**src/rtl/fifo_wr_arbiter.sv**
```systemverilog
// Round-robin arbiter sharing the serialising FIFO's byte write port among NUM_REQ producers.
// Write latency 1 cycle after handshake; ready drops on credit exhaustion (level == DEPTH), grant held.
module fifo_wr_arbiter #(
    parameter int NUM_REQ   = 4,
    parameter int DATA_W    = 8,
    parameter int DEPTH     = 32,
    parameter int LVL_W     = 6,
    parameter int BURST_LEN = 4
) (
    input  logic                      clk,
    input  logic                      rst,
    input  logic [NUM_REQ*DATA_W-1:0] req_data,
    input  logic [NUM_REQ-1:0]        req_valid,
    output logic [NUM_REQ-1:0]        req_ready,
    output logic [DATA_W-1:0]         fifo_in,
    output logic                      fifo_in_valid,
    input  logic                      byte_rd,
    output logic [LVL_W-1:0]          level,
    output logic [2:0]                grant_id,
    output logic                      busy,
    output logic                      underflow_err
);

    localparam int BCW = (BURST_LEN > 1) ? $clog2(BURST_LEN) : 1;
    localparam logic [0:0] ST_IDLE = 1'b0;
    localparam logic [0:0] ST_XFER = 1'b1;
    localparam logic [LVL_W-1:0] DEPTH_L = LVL_W'(DEPTH);

    logic [0:0]        state_q, state_d;
    logic [2:0]        grant_q, grant_d;
    logic [BCW-1:0]    burst_q, burst_d;
    logic [LVL_W-1:0]  level_q, level_d;
    logic              uf_q, uf_d;
    logic [DATA_W-1:0] fifo_in_q, fifo_in_d;
    logic              fifo_vld_q, fifo_vld_d;

    logic [NUM_REQ-1:0] gnt_oh;
    logic [DATA_W-1:0]  gnt_dat;
    logic               gnt_vld;
    logic               hs;
    logic               pick_found;
    logic [2:0]         pick_idx;

    always_comb begin
        gnt_oh  = '0;
        gnt_dat = '0;
        for (int i = 0; i < NUM_REQ; i++) begin
            gnt_oh[i] = (grant_q == 3'(i));
            if (grant_q == 3'(i)) begin
                gnt_dat = req_data[i*DATA_W +: DATA_W];
            end
        end
    end

    // Ready comes only from registered state so it never depends on req_valid.
    assign req_ready = (state_q == ST_XFER && level_q < DEPTH_L) ? gnt_oh : '0;
    assign gnt_vld   = |(req_valid & gnt_oh);
    assign hs        = |(req_valid & req_ready);

    always_comb begin
        pick_found = 1'b0;
        pick_idx   = grant_q;
        for (int k = 1; k <= NUM_REQ; k++) begin
            for (int i = 0; i < NUM_REQ; i++) begin
                if (!pick_found && req_valid[i] && i == (int'(grant_q) + k) % NUM_REQ) begin
                    pick_found = 1'b1;
                    pick_idx   = 3'(i);
                end
            end
        end
    end

    always_comb begin
        state_d = state_q;
        grant_d = grant_q;
        burst_d = burst_q;
        case (state_q)
            ST_IDLE: begin
                if (pick_found) begin
                    grant_d = pick_idx;
                    burst_d = '0;
                    state_d = ST_XFER;
                end
            end
            default: begin
                if (hs) begin
                    burst_d = burst_q + BCW'(1);
                    if (burst_q == BCW'(BURST_LEN - 1)) begin
                        state_d = ST_IDLE;
                    end
                end else if (!gnt_vld) begin
                    state_d = ST_IDLE;
                end
            end
        endcase
    end

    always_comb begin
        level_d    = level_q;
        uf_d       = uf_q;
        fifo_in_d  = fifo_in_q;
        fifo_vld_d = hs;
        if (hs) begin
            fifo_in_d = gnt_dat;
        end
        if (hs && !byte_rd) begin
            level_d = level_q + LVL_W'(1);
        end else if (!hs && byte_rd && level_q != '0) begin
            level_d = level_q - LVL_W'(1);
        end
        if (byte_rd && level_q == '0) begin
            uf_d = 1'b1;
        end
    end

    always_ff @(posedge clk) begin
        if (rst) begin
            state_q    <= ST_IDLE;
            grant_q    <= 3'(NUM_REQ - 1);
            burst_q    <= '0;
            level_q    <= '0;
            uf_q       <= 1'b0;
            fifo_in_q  <= '0;
            fifo_vld_q <= 1'b0;
        end else begin
            state_q    <= state_d;
            grant_q    <= grant_d;
            burst_q    <= burst_d;
            level_q    <= level_d;
            uf_q       <= uf_d;
            fifo_in_q  <= fifo_in_d;
            fifo_vld_q <= fifo_vld_d;
        end
    end

    assign fifo_in       = fifo_in_q;
    assign fifo_in_valid = fifo_vld_q;
    assign level         = level_q;
    assign grant_id      = grant_q;
    assign busy          = (state_q == ST_XFER);
    assign underflow_err = uf_q;

endmodule

```
**config.mk**
```make
export PLATFORM = sky130hd
export DESIGN_NAME = fifo_wr_arbiter
export DESIGN_NICKNAME = d
export VERILOG_FILES = /design/src/rtl/fifo_wr_arbiter.sv
export SDC_FILE = /design/constraint.sdc
export NUM_CORES = 1
export LEC_CHECK = 0
export ABC_AREA = 1
export ABC_CLOCK_PERIOD_IN_PS = 3000
export BUFFER_PORTS_ARGS = -buffer_cell sky130_fd_sc_hd__buf_2
export CAP_MARGIN = 20
export CORE_MARGIN = 4
export CORE_UTILIZATION = 47
export DETAILED_ROUTE_END_ITERATION = 10
export PLACE_DENSITY_LB_ADDON = 0.2
export SLEW_MARGIN = 40
export SYNTH_ARGS = -nofsm -noshare
export SYNTH_HDL_FRONTEND = slang
export SYNTH_SLANG_ARGS = --single-unit
```
**constraint.sdc**
```tcl
create_clock -name clk -period 3 [get_ports clk]
set_clock_uncertainty 0.1 [all_clocks]
set_input_delay 0.15 -clock clk [delete_from_list [all_inputs] [get_ports clk]]
set_output_delay 0.15 -clock clk [all_outputs]
set_load 0.01 [all_outputs]
```
Word-level counts from Yosys, hierarchy flattened
Index checks and enable logic that the tools add are counted.
{"block": "classes", "addsub": 7, "order_cmp": 1, "eq_ne": 17, "n_mux": 47, "n_bitwise": 7, "reduce_logical": 71}
{"op": "32-bit zero test", "count": 4}
{"op": "3-bit 2-to-1 mux", "count": 16}
{"op": "1-bit logical AND", "count": 36}
{"op": "8-bit 2-to-1 mux", "count": 4}
{"op": "3-bit equality test (first input constant)", "count": 8}
{"op": "1-bit 2-to-1 mux", "count": 21}
{"op": "1-bit zero test", "count": 17}
{"op": "16-bit nonzero test", "count": 1}
{"op": "2-bit by 3-bit equality test with 1-bit output (first input constant)", "count": 4}
{"op": "6-bit 2-to-1 mux", "count": 2}
{"op": "4-bit bitwise AND", "count": 2}
{"op": "2-bit OR reduction", "count": 4}
{"op": "4-bit OR reduction", "count": 2}
{"op": "2-bit by 1-bit adder with 2-bit output (second input constant)", "count": 3}
{"op": "6-bit by 1-bit adder with 6-bit output (second input constant)", "count": 1}
{"op": "3-bit by 2-bit equality test with 1-bit output (second input constant)", "count": 2}
{"op": "6-bit zero test", "count": 1}
{"op": "6-bit < comparator (second input constant)", "count": 1}
{"op": "2-bit 2-to-1 mux", "count": 3}
{"op": "6-bit nonzero test", "count": 1}
{"op": "6-bit by 1-bit subtractor with 6-bit output (second input constant)", "count": 1}
{"op": "2-bit adder (second input constant)", "count": 2}
{"op": "1-bit bitwise AND (first input constant)", "count": 4}
{"op": "4-bit 2-to-1 mux", "count": 1}
{"op": "other kinds (8)", "count": 9}
{"block": "totals", "reg_bits": 22, "inputBits": 39, "out_inout_bits": 24, "elab_cells": 157}

Logic depth before layout (Yosys ltp)
{"block": "depth", "depth_word": 68, "ltp_mapped": 17, "depth_no_buf": 16}

Worst setup path before layout
OpenSTA, ideal clock, no wires.
{"block": "synth_timing", "kind": "register -> register", "from": "reg grant_q[0], in the netlist grant_id[0]", "to": "reg level_q[5], in the netlist level[5]", "t_arrival_ns": 2.218, "required_time_ns": 2.787, "slack_ns": 0.569, "stages_incl_launch_ff": 16, "n_path_buf": 0, "period_less_slack_ns": 2.431, "path_cell_list": "dfxtp_1 > inv_2 > nor2_4 > nand2_4 > o21ai_4 > nor2_4 > nor2_8 > nand2_4 > ha_1 > a21oi_1 > o21ai_0 > a21oi_1 > o21bai_1 > nand3_2 > nor2_1 > nor2_1"}
{"block": "synth_via", "elab_chain_cells": 8, "elab_cells_between_ends": 13}
{"element": "start, declared", "line": "30", "text": "logic [2:0] grant_q, grant_d;"}
{"element": "start signal, assigned", "line": "119", "text": "grant_q <= 3'(NUM_REQ - 1);"}
{"element": "start signal, assigned", "line": "127", "text": "grant_q <= grant_d;"}
{"element": "3-bit by 1-bit equality test with 1-bit output, or another cell as far along", "line": "48", "text": "gnt_oh[i] = (grant_q == 3'(i));"}
{"element": "4-bit 2-to-1 mux *", "line": "56", "text": "assign req_ready = (state_q == ST_XFER && level_q < DEPTH_L) ? gnt_oh : '0;"}
{"element": "4-bit bitwise AND *", "line": "58", "text": "assign hs = |(req_valid & req_ready);"}
{"element": "4-bit OR reduction *", "line": "58"}
{"element": "1-bit zero test", "line": "108", "text": "end else if (!hs && byte_rd && level_q != '0) begin"}
{"element": "1-bit logical AND (2 in series)", "line": "108"}
{"element": "2-bit nonzero test (no source line)"}
{"element": "end signal, assigned", "line": "129", "text": "level_q <= level_d;"}
{"element": "end, declared", "line": "32", "text": "logic [LVL_W-1:0] level_q, level_d;"}
Mark *: on every way between the ends. The rest lies on a longest branch, timed or not.
A chain may end at the register's enable or synchronous reset.

Worst setup path after layout
Ends and elaborated chain as after synthesis.

==> flow_metrics.tcl <==
set metrics [dict create \
    synthesis.nets 260 \
    global_route.overflow_total 0 \
    max_freq_mhz 359 \
    asyncSetResetFlopFracSynth_pct 0 \
    via_per_inst 5.03 \
    initial_core_util_pct 48.8 \
    antenna_violating_nets_post_route 0 \
    clock_sink_count 21 \
    syn-instance-count 215 \
    placed_insts 316 \
    htree_levels 1 \
    synth-warning-count 0 \
    synth_common_cells "55 x sky130_fd_sc_hd__nand2_1, 21 x sky130_fd_sc_hd__dfxtp_1, 20 x sky130_fd_sc_hd__inv_1" \
    ios 63 \
    critPathSlowestCell "sky130_fd_sc_hd__dfxtp_1" \
    dr.pass1.iters 4 \
    ys_types 30 \
    netlist_top_cells_area "sky130_fd_sc_hd__dfxtp_1 28%, sky130_fd_sc_hd__nand2_1 14%, sky130_fd_sc_hd__a21oi_1 5.8%, sky130_fd_sc_hd__inv_1 5.1%, sky130_fd_sc_hd__o21ai_0 5.1%" \
    synth_most_common_cell "sky130_fd_sc_hd__nand2_1" \
    cts.repair_timing.setup_buffer_count 0 \
    clk_slew_on_worst_s_h_paths_ns 0.13 \
    post-place-ws_ns 0.253 \
    status "finished, final reports clean" \
    largest_fanout_on_the_critical_path 10 \
    floorplan.die_area_mm2 0.00410 \
    grt_use_met3_pct 2.11 \
    global_route.peak_usage_layer "met2" \
    crit_arrival_ns 2.95 \
    synthDominantCellAreaShare_pct 28.5 \
    power.ir.vdd_worst_mv 0.414 \
    layoutNonFillerInstCount 321 \
    initialDrtViolationCount 77 \
    cts_tree "yes" \
    ff_latch_area_um2 422 \
    drc 0 \
    routed-via-count 1614 \
    root_buffer "sky130_fd_sc_hd__clkbuf_4" \
    global_route.usage.total_pct 20.3 \
    floorplan.die.width_um 64.0 \
    num-fill-cells 294 \
    nets_finish 323 \
    critical_path.endpoint_type "flop" \
    synth_top_cell_by_area "sky130_fd_sc_hd__dfxtp_1" \
    gr-usage-met2_pct 36.0 \
    grt_start_max_net_pins 18 \
    worst-slew-pin-transition_ns 0.522 \
    cellPowerDensity_mw_per_mm2 958 \
    synth_seq_cells 21 \
    first_global_vias 1576 \
    post-route-min-period_ns 2.79 \
    chain_of_cells_forming_the_critical_path "inv_2 -> nor2_4 -> nand2_4 -> o21ai_4 -> nor2_4 -> nor2_8 -> nand2_4 -> ha_1 -> a21oi_1 -> o21ai_0 -> a21oi_1 -> o21bai_1 -> nand3_2 -> nand2_1 -> nand2_1 -> nor2_1" \
    buffer_ports.inserted 61 \
    die_height_um 64.0 \
    maxSlewHeadroom_pct 65.1 \
    kind_of_start_point_of_the_critical_path "flop" \
    crit_required_ns 3.16 \
    cap_violations 0 \
    detailed_place_hpwl_um 3190 \
    avgRoutedWirePerCell_um 12.7 \
    floorplan.core_area_mm2 0.00303 \
    multi_input_area_um2 928 \
    synth_ff_type "sky130_fd_sc_hd__dfxtp_1" \
    rsz0062_at_grt "false" \
    ys_seq_area_share_pct 28.5 \
    final.hold.worst_slack_ns 0.00683 \
    placementRows 20 \
    postSynthAreaPerCell_um2 6.87 \
    gr-usage-met1_pct 25.3 \
    gp_congestion 0.931 \
    number_of_antenna_violations_at_the_first_check_in_global_routing 0 \
    critical_path.max_stage_delay_ns 0.48 \
    crit_type "flop to flop" \
    timing.final.max_slew_violations 0 \
    setup-tns-final_ns 0 \
    cellLeakagePower_nw 0.960 \
    finalHoldViolCount 0 \
    wl_um 4090 \
    final_layout_size_suffix_gt1_share_pct 32.5 \
    synthesis.area_mm2 0.00148 \
    post-route-period-util_pct 92.9 \
    areaGrowthSynthToFinish_pct 25.5 \
    setup-violations-final 0 \
    clk_latency_ns 0.32 \
    synth_enable_flop_cells 0 \
    clockBufferDepth 2 \
    insertedDiodeCount 0 \
    grt_first_pass_wirelength_um 6710 \
    cts-buffers-inserted 3 \
    hp-class "primary input to flop" \
    layout_setup_ws_ns 0.212 \
]
-- kinds of logic (layout without fill, tap and decap cells) --
family                     Yosys count  count (layout)  synth area share [%]
and+or+nand+nor                    105             105                  34.8
AOI/OAI and AO/OA                   50              50                  21.0
buffers and inverters               30              92                  8.64
DFF                                 21              21                  28.5
adders and majority gates            6               6                  5.59
xor gates and xnor gates             2               2                  1.19
other                                1               1                 0.254
-- timing repair --
item                                    CTS  global route
endpoints found under the setup margin    0             1
gates resized for setup                   0             1
hold buffers                              1             0
hold endpoints to repair                  3             0
-- worst max-delay path: cells and delay by family, from the launching register on --
| kind | cells | cell delay, ns |
|---|---|---|
| buffers and inverters | 1 | 0.11 |
| AOI/OAI and AO/OA | 5 | 0.71 |
| adders and majority gates | 1 | 0.35 |
| DFF | 1 | 0.48 |
| and+or+nand+nor | 9 | 0.99 |
-- power by group --
group | switching [W] | internal [W] | leakage (nW)
registers | 0.0000996 | 0.000379 | 0.173
logic | 0.000718 | 0.000432 | 0.769
clock network | 0.0000974 | 0.0000499 | 0.0177
-- layer usage --
| metal | part of all wire (%) | up-vias |
|---|---|---|
| met2 | 50 | 26 |
| met3 | 2.8 | 2 |
| met4 | 0.51 | 0 |
| met1 | 47 | 739 |
| li1 | - | 847 |
| met5 | 0 | - |
-- flip-flops by register name, indices dropped and copies added (netlist names) --
signal         cells
burst_q            2
grant_id           2
busy               1
fifo_in            8
level              6
underflow_err      1
fifo_in_valid      1
-- cell type report --
type | instances | share of cell area (%)
Multi-Input combinational cell | 164 | 50.1
Sequential cell | 21 | 22.8
Timing Repair Buffer | 64 | 17.8
Inverter | 24 | 4.86
Tap cell | 44 | 2.97
Clock buffer | 3 | 1.22
Clock inverter | 1 | 0.270
-- through the flow --
stage,instance area [µm²],total power [W],util (%)
floorplan,1480,0.00132,-
global placement,1810,0.00161,59.9
detailed placement,1810,0.00162,59.9
CTS,1850,0.00177,61.2
global route,1850,0.00194,61.2
finish,1850,0.00178,61.2
-- final timing paths --
kind	start	end	slack [ns]	depth (start not counted)
max	grant_id[0]	level[5]	0.21	16
min	req_data[5]	fifo_in[5]	0.007	3
max reg2reg	grant_id[0]	level[5]	0.21	16
min reg2reg	burst_q[0]	burst_q[0]	0.37	1
-- layout by cell type, fill, tap and decap left out, drive strengths merged --
cell type    count
fa               1
o21bai           1
ha               5
inv             24
clkbuf           3
dlygate4sd3      1
a221oi           2
nand3           15
nor4             1
a21oi           17
nand2           61
nor2            22
buf             63
nand4            6
o21ai           21
a41oi            6
a21o             1
clkinv           1
a31oi            2
conb             1
dfxtp           21
xnor2            2
Power figures use the tool's default switching activity.
